<file path="src/rtl/uart_tx_fifo.sv">
// Byte FIFO in front of uart_top: buffers host writes and hands bytes to the transmitter
// one at a time with a tx_start pulse, then follows tx_busy (with a timeout) before the next pop.
module uart_tx_fifo #(
  parameter int unsigned DEPTH        = 16,
  parameter int unsigned BUSY_TIMEOUT = 8
) (
  input  logic                   clk,
  input  logic                   rst_n,
  input  logic                   wr_en,
  input  logic [7:0]             wr_data,
  output logic                   full,
  output logic                   empty,
  output logic [$clog2(DEPTH):0] count,
  output logic                   overflow,
  output logic                   tx_start,
  output logic [7:0]             tx_data,
  input  logic                   tx_busy
);

  localparam int unsigned AW = $clog2(DEPTH);
  localparam int unsigned CW = AW + 1;
  localparam int unsigned TW = (BUSY_TIMEOUT > 1) ? $clog2(BUSY_TIMEOUT) : 1;

  typedef enum logic [1:0] {
    IDLE      = 2'd0,
    WAIT_BUSY = 2'd1,
    WAIT_DONE = 2'd2
  } state_e;

  logic [7:0]    mem_q [DEPTH];
  logic [AW-1:0] wr_ptr_q, wr_ptr_d;
  logic [AW-1:0] rd_ptr_q, rd_ptr_d;
  logic [CW-1:0] count_q, count_d;
  logic [TW-1:0] tmo_q, tmo_d;
  state_e        state_q, state_d;
  logic          tx_start_q, tx_start_d;
  logic [7:0]    tx_data_q, tx_data_d;
  logic          overflow_q, overflow_d;
  logic          wr_ok, pop;

  assign full     = (count_q == CW'(DEPTH));
  assign empty    = (count_q == '0);
  assign count    = count_q;
  assign overflow = overflow_q;
  assign tx_start = tx_start_q;
  assign tx_data  = tx_data_q;

  // A pop is only launched from IDLE so each byte gets exactly one start pulse.
  assign wr_ok = wr_en && !full;
  assign pop   = (state_q == IDLE) && !empty && !tx_busy;

  // Next-state and registered-output logic.
  always_comb begin
    wr_ptr_d   = wr_ptr_q;
    rd_ptr_d   = rd_ptr_q;
    count_d    = count_q;
    tmo_d      = tmo_q;
    state_d    = state_q;
    tx_start_d = 1'b0;
    tx_data_d  = tx_data_q;
    overflow_d = wr_en && full;

    if (wr_ok) begin
      wr_ptr_d = wr_ptr_q + AW'(1);
    end

    case ({wr_ok, pop})
      2'b10:   count_d = count_q + CW'(1);
      2'b01:   count_d = count_q - CW'(1);
      default: count_d = count_q;
    endcase

    case (state_q)
      IDLE: begin
        if (pop) begin
          tx_data_d  = mem_q[rd_ptr_q];
          tx_start_d = 1'b1;
          rd_ptr_d   = rd_ptr_q + AW'(1);
          state_d    = WAIT_BUSY;
          tmo_d      = '0;
        end
      end
      WAIT_BUSY: begin
        // A transmitter that never raises busy must not stall the queue forever.
        if (tx_busy) begin
          state_d = WAIT_DONE;
        end else if (tmo_q == TW'(BUSY_TIMEOUT - 1)) begin
          state_d = IDLE;
        end else begin
          tmo_d = tmo_q + TW'(1);
        end
      end
      WAIT_DONE: begin
        if (!tx_busy) begin
          state_d = IDLE;
        end
      end
      default: state_d = IDLE;
    endcase
  end

  // Control and output registers.
  always_ff @(posedge clk) begin
    if (!rst_n) begin
      wr_ptr_q   <= '0;
      rd_ptr_q   <= '0;
      count_q    <= '0;
      tmo_q      <= '0;
      state_q    <= IDLE;
      tx_start_q <= 1'b0;
      tx_data_q  <= 8'h00;
      overflow_q <= 1'b0;
    end else begin
      wr_ptr_q   <= wr_ptr_d;
      rd_ptr_q   <= rd_ptr_d;
      count_q    <= count_d;
      tmo_q      <= tmo_d;
      state_q    <= state_d;
      tx_start_q <= tx_start_d;
      tx_data_q  <= tx_data_d;
      overflow_q <= overflow_d;
    end
  end

  // Storage array; contents after reset are irrelevant since count gates every read.
  always_ff @(posedge clk) begin
    if (rst_n && wr_ok) begin
      mem_q[wr_ptr_q] <= wr_data;
    end
  end

endmodule

</file>
<file path="config.mk">
export PLATFORM = sky130hd
export DESIGN_NAME = uart_tx_fifo
export DESIGN_NICKNAME = d
export VERILOG_FILES = /design/src/rtl/uart_tx_fifo.sv
export SDC_FILE = /design/constraint.sdc
export NUM_CORES = 1
export LEC_CHECK = 0
export CAP_MARGIN = 40
export CORE_MARGIN = 8
export CORE_UTILIZATION = 40
export DETAILED_ROUTE_END_ITERATION = 16
export GPL_TIMING_DRIVEN = 1
export PLACE_DENSITY_LB_ADDON = 0.1
export SLEW_MARGIN = 10
export SYNTH_ARGS = -nofsm -noshare
export SYNTH_HDL_FRONTEND = slang
export SYNTH_SLANG_ARGS = --single-unit
</file>
<file path="constraint.sdc">
create_clock -name clk -period 4.4 [get_ports clk]
set_input_delay 1.1 -clock clk [delete_from_list [all_inputs] [get_ports clk]]
set_output_delay 1.1 -clock clk [all_outputs]
set_load 0.01 [all_outputs]
</file>
======== Word-level counts from Yosys, hierarchy flattened ========
Memory sizes are Yosys's and may differ from the RTL's. A register that Yosys moved wholly into a read port is not among the register bits.
Index checks and enable logic that the tools add are counted.
storage, ports and cells
  memories ................................ 1
  memory bits (writable) .................. 128
  input bits .............................. 12
  register bits ........................... 20
  word-level logic and storage cells ...... 54
cells by class
  add/subtract/negate cells ............... 5
  eq/ne operators ......................... 11
  mux-type cells .......................... 13
  reductions and logical operators ........ 17
memory list
  memory  depth  width  rd ports  clocked after Yosys merged registers in  write ports  RTL line  RTL
  mem_q   16     8      1         1                                        1            30        logic [7:0] mem_q [DEPTH];
operator list
  cell                 number
  $pmux 5 s2           1
  $mux 3               3
  $add 4x1->4 const B  2
  $mux 2               4
  $ne 2x2->1 const B   4
  $pmux 2 s3           1
  $pmux 3 s2           1
  $add 5x1->5 const B  1
  $eq 5x5->1 const B   1
  $logic_and 1x1->1    5
  $logic_not 5->1      1
  $sub 5x1->5 const B  1
  $eq 2x1->1 const B   2
  $eq 2x2->1 const B   2
  $logic_not 1->1      4
  $reduce_and 2->1     2
  $reduce_and 4->1     1
  $reduce_bool 2->1    2
  $add 3x1->3 const B  1
  $eq 3x3->1 const B   1
  $mux 1               3
  $ne 3x3->1 const B   1
  $reduce_and 3->1     1
  $logic_not 2->1      1

======== Depth between registers and ports, before layout ========
Gate-level depths: netlist (run 1).
  depth in word-level cells ............... 6
  mapped depth ............................ 12
  depth with buffers taken out ............ 11

======== Worst setup path after synthesis (run 1) ========
Ideal clock, no wire load.
  kind .................................... input -> register
  start point ............................. input port tx_busy
  end point ............................... register count_q[4] (netlist: count[4])
  data required time ...................... 4,282 ps
  library setup time ...................... 118 ps
  buffers on the path ..................... 2
  data arrival time ....................... 3,264 ps
  path slack .............................. 1,018 ps
  stages .................................. 11
  path through ............................ a2111oi_4 buf_6 buf_6 ha_1 inv_1 fa_1 nor2b_1 o21ai_0 nand3_1 or3b_2 mux2i_1
between the ends
  word-level cells in the longest chain between the ends .. 4
RTL lines
  element                                                 RTL line  RTL
  from (decl)                                             17        input logic tx_busy
  $logic_not 1->1 (*)                                     --
  $logic_and 1x1->1 (*)                                   50        assign pop = (state_q == IDLE) && !empty && !tx_busy;
  via pop                                                 39        logic wr_ok, pop;
  $eq 2x1->1 / $eq 2x2->1 (equally long branches)         67        case ({wr_ok, pop})
  $pmux 5 s2 / $reduce_bool 2->1 (equally long branches)  --
  to (signal assigned)                                    116       count_q <= count_d;
  to (decl)                                               33        logic [CW-1:0] count_q, count_d;
The timed path passes the listed nets; every way through them passes the cells marked *.
A chain may end at the register's enable or synchronous reset.

======== Final worst setup path (run 1) ========
  start point ............................. input port wr_en
  end point ............................... register count_q[4] (netlist: count[4])
between the ends
  word-level cells in the longest chain between the ends .. 3
RTL lines
  element                                                 RTL line  RTL
  from (decl)                                             9         input logic wr_en,
  $logic_and 1x1->1 (*)                                   49        assign wr_ok = wr_en && !full;
  $eq 2x1->1 / $eq 2x2->1 (equally long branches)         67
  $pmux 5 s2 / $reduce_bool 2->1 (equally long branches)  --
Mark *: on every way between the ends. The rest lies on a longest branch, timed or not.

==> summary by stage, run 1 <==
Outcome
The flow ran to the end, and the final reports show no timing, DRC or antenna violations.

STA
The count of endpoints failing hold in the final timing report is 0. The ratio of final minimum period to clock period is 76.4%. The number of pins with negative max-slew slack in the final report was 0. The hold slack is 0.539 ns. The shortest clock period the worst path allows after layout is 3.36 ns. The setup-violating endpoint count in the final report is 0. Setup repair after global routing left no endpoint under its margin. The clock arrives with 0.0166 ns of skew.

The setup TNS is 0 ns. The upper clock frequency limit is around 300 MHz. The worst slew margin relative to its limit is 41.8%.

The transition at the pin with the smallest max-transition slack is about 0.86 ns.

Detailed routing
Once detail routing completed, the nets flagged for antenna violations numbered 0. The pre-antenna-repair detailed-routing pass consisted of 4 iterations. The via total after detailed routing is 3430. The detailed router's first-iteration violation count is 258. The final wirelength is 13500 um. In the routed design, unresolved DRC markers number 0.

Dividing the detail-routed wire length by the instance count gives around 20 um. Using the TritonRoute via totals, the vias-per-cell ratio works out to 5.13.

Clocking
The H-tree was split into 4 levels. In this run the deepest clock path goes through 2 buffers. TritonCTS built the clock tree.

The number of buffers inserted by post-CTS setup repair is 0. For this design, the sink count on the clock tree is ~160. The clock buffer count from CTS is 17. The root buffer cell is sky130_fd_sc_hd__clkbuf_16.

The number of instances resized during post-cts repair is 0. Hold repair after CTS inserted 0 buffers. Clock-pin slew was measured on the worst setup and hold paths at approximately 0.06 ns.

The latest clock arrival within the worst-skew pair is ~0.43 ns.

Floorplanning
In this run the core area contains 46 standard-cell rows. The x dimension of the die is between 100 and 150 um. The starting density of the core is around two fifths.

29 I/O pins were placed. The placeable core region is approximately 16000 um2. The die covers roughly 20000 um2.

The vertical die dimension is 141 um.

Finish
The finished layout holds 669 standard cells, fillers aside. Fill cells in the final layout number about 1400. The count of nets after finishing is approximately 470. The area taken by flip-flops and latches is around 4400 um2.

The final cell utilization of the core is between 40% and 50%. The combined area of the multi-input logic cells is 1740 um2. Leaving out fill and tap cells, the most frequent cells in the layout are sky130_fd_sc_hd__edfxtp_1 (128), sky130_fd_sc_hd__mux2i_1 (45), sky130_fd_sc_hd__clkdlybuf4s50_1 (28).

The count of antenna diodes in the layout is 0. The library cell used most frequently in the layout, excluding fill and tap cells, is sky130_fd_sc_hd__edfxtp_1. Of the cells placed in the final design, the portion with a size suffix greater than 1 is between 10% and 20%. The area growth from synthesis to layout is 18.4%.

Power
The proportion of power drawn by the clock network is between 30% and 40%. The switching portion of total power is approximately a quarter. In this run the static leakage power is ~2.4 nW.

Per report_power, the sequential group accounts for between 40% and 50% of the total. The internal power is 3.09 mW. The total design power is around 4.1 mW. Summed over all nets, the switching power comes to ~1.0 mW.

The highest ir drop seen on vdd is about 270 uV. The areal power density over the cells is between 500 and 600 nW/um2. The power share of the combinational group is between 10% and 20%.

Worst setup path
The arrival time reported for the critical path endpoint is between 3 and 4 ns. STA classifies the critical path endpoint as a flop. The setup slack of the worst register-to-register path is between 1 and 1.5 ns. Traced cell by cell, the critical path runs through clkdlybuf4s50_1, a21boi_2, inv_1, ha_1, ha_1, nor2b_1, o21ai_0, a21oi_1, or3b_2, mux2i_1. In this design, the stage delay of the slowest critical-path cell is 0.47 ns.

Among the stages of the critical path, the cell type that occurs most often is sky130_fd_sc_hd__ha_1. The critical setup path kind is in2reg. Of all nets on the critical path, the largest fanout is 10. Data on the critical path is required at its endpoint by 4.72 ns. STA classifies the critical path startpoint as a primary input. The largest individual stage delay along the critical path comes from the cell sky130_fd_sc_hd__clkdlybuf4s50_1.

Place
The final HPWL from detailed placement is around 9000 um. The number of buffers inserted by port buffering is 28. At the end of routability-driven placement, the weighted congestion stood at approximately 0.8. Including well taps, the total number of placed cells is 640.

Synth
The average cell area after synthesis is ~16 um2. The flop and latch count out of synthesis is around 160. After synthesis the cells add up to approximately 6300 um2.

The post-synth net total is between 400 and 500. The number of distinct library cells after synthesis is 38. Of the synthesized area, sequential elements account for between 60% and 70%.

The total number of yosys warnings is 0. The cell count after synthesis is approximately 400.

Global routing
The pin count of the biggest net entering global routing is 26. The initial antenna violation count is 0. The first global-routing pass estimated 20700 um of wire. The via count of the first global-routing pass is 3496. For this run the aggregate overflow at the end of global routing stands at 0. Across every metal layer, demand over resource in global routing totals 14.4%.

Job
The total of max-cap violations is 0.

Worst hold path
The worst hold path belongs to the class reg2reg.
state kept, by name, summed over array words and instances (netlist names):
register and cells:
count 5, mem_q 128, overflow 1, rd_ptr_q 4, state_q 2, tmo_q 3, tx_data 8, tx_start 1
wr_ptr_q 4
path summary, 6_finish.rpt:
check | endpoint | from | cells past startpoint
min reg2reg | count[4] | count[4] | 2
max reg2reg | count[4] | count[0] | 11
min | count[4] | count[4] | 2
max | count[4] | wr_en | 10
synth_stat cells, drive strengths merged:
| master | count | area share [%] |
|---|---|---|
| inv | 9 | 0.54 |
| o22ai | 21 | 2.1 |
| nor2 | 16 | 0.95 |
| a2111oi | 1 | 0.44 |
| xor2 | 5 | 0.70 |
| a21oi | 8 | 0.64 |
| or3 | 1 | 0.099 |
| nand3 | 6 | 0.48 |
| o21ai | 15 | 1.2 |
| nor4 | 1 | 0.34 |
| ha | 11 | 2.2 |
| nand3b | 2 | 0.24 |
| nand4 | 2 | 0.20 |
| mux2i | 45 | 7.2 |
| a31oi | 5 | 0.50 |
| and2 | 11 | 1.1 |
| nor3b | 2 | 0.24 |
| a21boi | 1 | 0.18 |
| buf | 10 | 1.1 |
| fa | 1 | 0.32 |
| dfxtp | 28 | 8.9 |
| or3b | 1 | 0.14 |
| nand2b | 2 | 0.20 |
| clkbuf | 10 | 0.76 |
| a21o | 1 | 0.14 |
| edfxtp | 128 | 61 |
| mux4 | 11 | 3.9 |
| nor4b | 1 | 0.14 |
| nor2b | 9 | 0.89 |
| nand2 | 22 | 1.3 |
| xnor2 | 5 | 0.70 |
| nor3 | 12 | 0.95 |
| and3 | 2 | 0.20 |
worst max-delay path: cells and delay by family:
| family | cells | cell delay [ns] |
|---|---|---|
| buffers and inverters | 2 | 0.56 |
| adder cells (fa/ha/maj) | 2 | 0.60 |
| multiplexers | 1 | 0.13 |
| AO/OA/AOI/OAI | 3 | 0.69 |
| AND/OR/NAND/NOR | 2 | 0.59 |
power groups by stage:
| stage | Combinational (mW) | Clock, mW | Sequential, mW |
|---|---|---|---|
| 3_3_place_gp | 0.711 | 0 | 1.81 |
| 3_5_place_dp | 0.736 | 0 | 1.80 |
| 4_1_cts | 0.739 | 1.63 | 1.77 |
| 5_1_grt | 0.797 | 1.69 | 1.78 |
| 2_1_floorplan | 0.432 | 0 | 1.80 |
| 6_report | 0.726 | 1.60 | 1.77 |
cells by family (layout without fill, tap and decap cells):
family / Yosys count / in the layout / share of synthesized area [%]
buf+inv: 29 / 77 / 2.40
fa+ha+maj: 12 / 12 / 2.50
compound gates: 52 / 52 / 5.17
xor+xnor: 10 / 10 / 1.39
mux: 56 / 56 / 11.1
flops: 156 / 156 / 70.0
simple gates: 90 / 90 / 7.49
layer usage:
metal  wire, um  GRT usage (%)
met4        181           5.31
met2       6230           22.2
met3        683           4.30
met5          0              0
met1       6450           18.9
per-stage QoR:
stage	instance area [um2]	worst slack (ns)
CTS	7450	1.03
detailed placement	6820	0.577
global placement	6810	0.662
finish	7450	1.04
floorplan	6300	1.02
global route	7450	0.848
final cells by class:
type / count / area share (%)
repair buffers: 39 / 4.97
well taps: 216 / 3.63
flip-flops and latches: 156 / 59.1
clock inverters: 8 / 2.59
multi-input cells: 220 / 23.4
clock buffers: 21 / 5.91
inverters: 9 / 0.453
(Power assumes the default switching activity.)
==> inputs of run 2 (changes only) <==
==> constraint.sdc (replaced) <==
create_clock -name clk -period 3.02 [get_ports clk]
set_input_delay 0.755 -clock clk [delete_from_list [all_inputs] [get_ports clk]]
set_output_delay 0.755 -clock clk [all_outputs]
set_load 0.01 [all_outputs]
==> run 2 against run 1 <==
Effect of this change:
- clock-buffer cell count down 2
- critical path depth unchanged
- final cell count up 3.6%
- clock skew down 0.0065 ns
- critical path type unchanged
- first-iteration DRC count down 21%
- via count about the same
- wire length down 1.2%
- flip-flop and latch count unchanged
- hold slack better by 0.0023 ns
- register-to-register slack worse by 1.1 ns
- non-clock buffer count up 21
==> summary by stage, run 2 (synthesis gave the netlist of run 1 again) <==
Outcome
The flow ran to the end, and the final reports show no timing, DRC or antenna violations.

Finish
The fill cell total of the finished layout is 1394. Cells with a size suffix above 1 make up between 10% and 20% of the layout. The finished cells cover about 7600 um2. The growth of design area from synthesis to finish is 20.8%.

In the layout the commonest cells are sky130_fd_sc_hd__edfxtp_1 (128), sky130_fd_sc_hd__mux2i_1 (45), sky130_fd_sc_hd__buf_4 (31). The final cell utilization of the core is 48.6%. The count of nets after finishing is roughly 500. The register ranked first by flip-flop count is mem_q.

The commonest non-fill, non-tap cell in the layout is sky130_fd_sc_hd__edfxtp_1. The register with the most flip-flops in the layout has around 130 of them.

Clocking
Clock tree synthesis found a total of roughly 160 sinks. The latest clock arrival within the worst-skew pair is around 0.42 ns. The tree is rooted in a sky130_fd_sc_hd__clkbuf_16.

TritonCTS built the clock tree. The number of setup buffers added after CTS is 0. Counting along the longest clock path gives a buffer depth of 2.

In this run, CTS created clock tree buffers numbering 17. Once the clock tree was built, the resizer swapped 0 gates to a different size. After clock tree synthesis, the clock-pin slew on the worst setup and hold paths is ~0.06 ns. The H-tree generated during clock tree synthesis spans 4 levels. The quantity of hold-fixing buffers added after cts is 0.

Global routing
Across every metal layer, demand over resource in global routing totals around 14%. The global route total overflow is 0. The pin count of the biggest net entering global routing is 29.

The initial antenna violation count is 0. The first-pass GRT wire length is approximately 21000 um. The via count of the first global-routing pass was 3560.

Power
The design draws about 6 mW. The highest ir drop seen on vdd is between 300 and 400 uV. In this run the power density over the cells is about 770 nW/um2. The analysis attributes to cell leakage a power of roughly 2.5 nW.

Place
In this run the cell area measured after placement is between 6000 and 7000 um2. The final HPWL from detailed placement is 9000 um. Buffers placed on the I/O ports in this run total 28. At the end of routability-driven placement, the weighted congestion stood at 0.818. The worst setup timing slack at the placement stage is -0.212 ns.

STA
Of the available clock period, the critical path in the final layout requires just over 90%. The setup clock skew after layout is approximately 0.010 ns. Subtracting the final worst setup slack from the clock period gives around 2.8 ns. The worst slew margin relative to its limit is just over 50%. The upper clock frequency limit is 359 MHz. The hold slack is ~0.54 ns. The setup-violating endpoint count in the final report is 0. The count of endpoints failing hold in the final timing report came to 0. The smallest setup slack after layout is between 0.2 and 0.25 ns. Setup repair after global routing left no endpoint under its margin. The number of pins with negative max-slew slack in the final report is 0.

At the pin with the least slew margin, the transition time is approximately 0.73 ns.

Detailed routing
The count of TritonRoute iterations in the first routing pass is 4. The wire length per cell after detailed routing is just under 20 um. The total DRC errors in the routed layout is 0. The ratio of routed vias to standard cells is 4.95.

The remaining antenna violation count after routing is 0. The detailed router's first-iteration violation count is around 200. For this block, the routed nets add up to 13400 um of wire. The via total after detailed routing is between 3000 and 4000.

Floorplanning
The I/O pin total is 29. The number of rows created at floorplan is 46. The x dimension of the die is approximately 140 um. The vertical die dimension is 141 um. The floorplan die area is approximately 20000 um2.

For this configuration, the core starts out at a cell density of between 40% and 50%. After floorplanning, the core was sized to cover 15700 um2.

Worst setup path
STA classifies the critical path startpoint as a primary input. The category of the worst setup path capture point is a flop. The arrival time reported for the critical path endpoint is between 3 and 4 ns. The critical path is of the in2reg type. In this run the worst path has a maximum fanout of 3. The setup check on the worst reg-to-reg path leaves a slack of 0.40 ns. STA puts the critical path data required time at about 3.3 ns.

Job
The total of max-cap violations is 0.

Worst hold path
In this run the worst hold path is classified as reg2reg.
[run 2: final cells by class]
class                   count  area (um2)  share of cell area [%]
well taps                 216         270                    3.55
clock buffers              19         433                    5.69
clock inverters            12         173                    2.27
inverters                   9        33.8                   0.444
diodes                      1        2.50                  0.0329
multi-input cells         220        1760                    23.1
flip-flops and latches    156        4410                    57.9
repair buffers             60         533                    7.01
[run 2: through the flow]
step / TNS, ns / cells
final: 0 / 693
after floorplan: 0 / 405
after global placement: -0.141 / 661
after CTS: 0 / 692
after global routing: 0 / 692
after detailed placement: -0.212 / 661
[run 2: path summary, 6_finish.rpt]
check,startpoint,cells after the start,end
max,tx_busy,10,count[4]
min,tx_data[5],2,tx_data[5]
max reg2reg,count[0],10,count[4]
min reg2reg,tx_data[5],2,tx_data[5]
[run 2: per-layer routing]
layer / global-route usage [%] / share of wire, % / routed length [um] / vias up
met2: 23.4 / 50 / 6740 / 54
met5: 0 / 0 / 0 / -
met3: 2.96 / 2.2 / 291 / 12
met1: 17.9 / 46 / 6130 / 1709
met4: 6.22 / 1.6 / 210 / 0
li1: - / - / - / 1654
[run 2: critical path: stages]
cell                              delay [ns]
sky130_fd_sc_hd__clkdlybuf4s50_1        0.46
sky130_fd_sc_hd__a2111oi_4              0.37
sky130_fd_sc_hd__ha_4                   0.19
sky130_fd_sc_hd__inv_1                  0.06
sky130_fd_sc_hd__fa_2                   0.34
sky130_fd_sc_hd__nor2b_1                0.11
sky130_fd_sc_hd__o21ai_0                0.11
sky130_fd_sc_hd__nand3_1                0.10
sky130_fd_sc_hd__or3b_2                 0.46
sky130_fd_sc_hd__mux2i_1                0.14
[run 2: report_power, final]
group	switching [mW]	internal (mW)	total (mW)
registers	0.122	2.46	2.58
clock network	0.808	1.37	2.18
logic	0.528	0.551	1.08
total	1.46	4.38	5.84
==> inputs of run 3 (changes only) <==
--- a/config.mk
+++ b/config.mk
@@ -9,6 +9,7 @@
 export CORE_MARGIN = 8
 export CORE_UTILIZATION = 40
 export DETAILED_ROUTE_END_ITERATION = 16
+export GPL_ROUTABILITY_DRIVEN = 0
 export GPL_TIMING_DRIVEN = 1
 export PLACE_DENSITY_LB_ADDON = 0.1
 export SLEW_MARGIN = 10
==> results of run 3 <==
Final layout, timing and power as in run 2 (identical DEF).
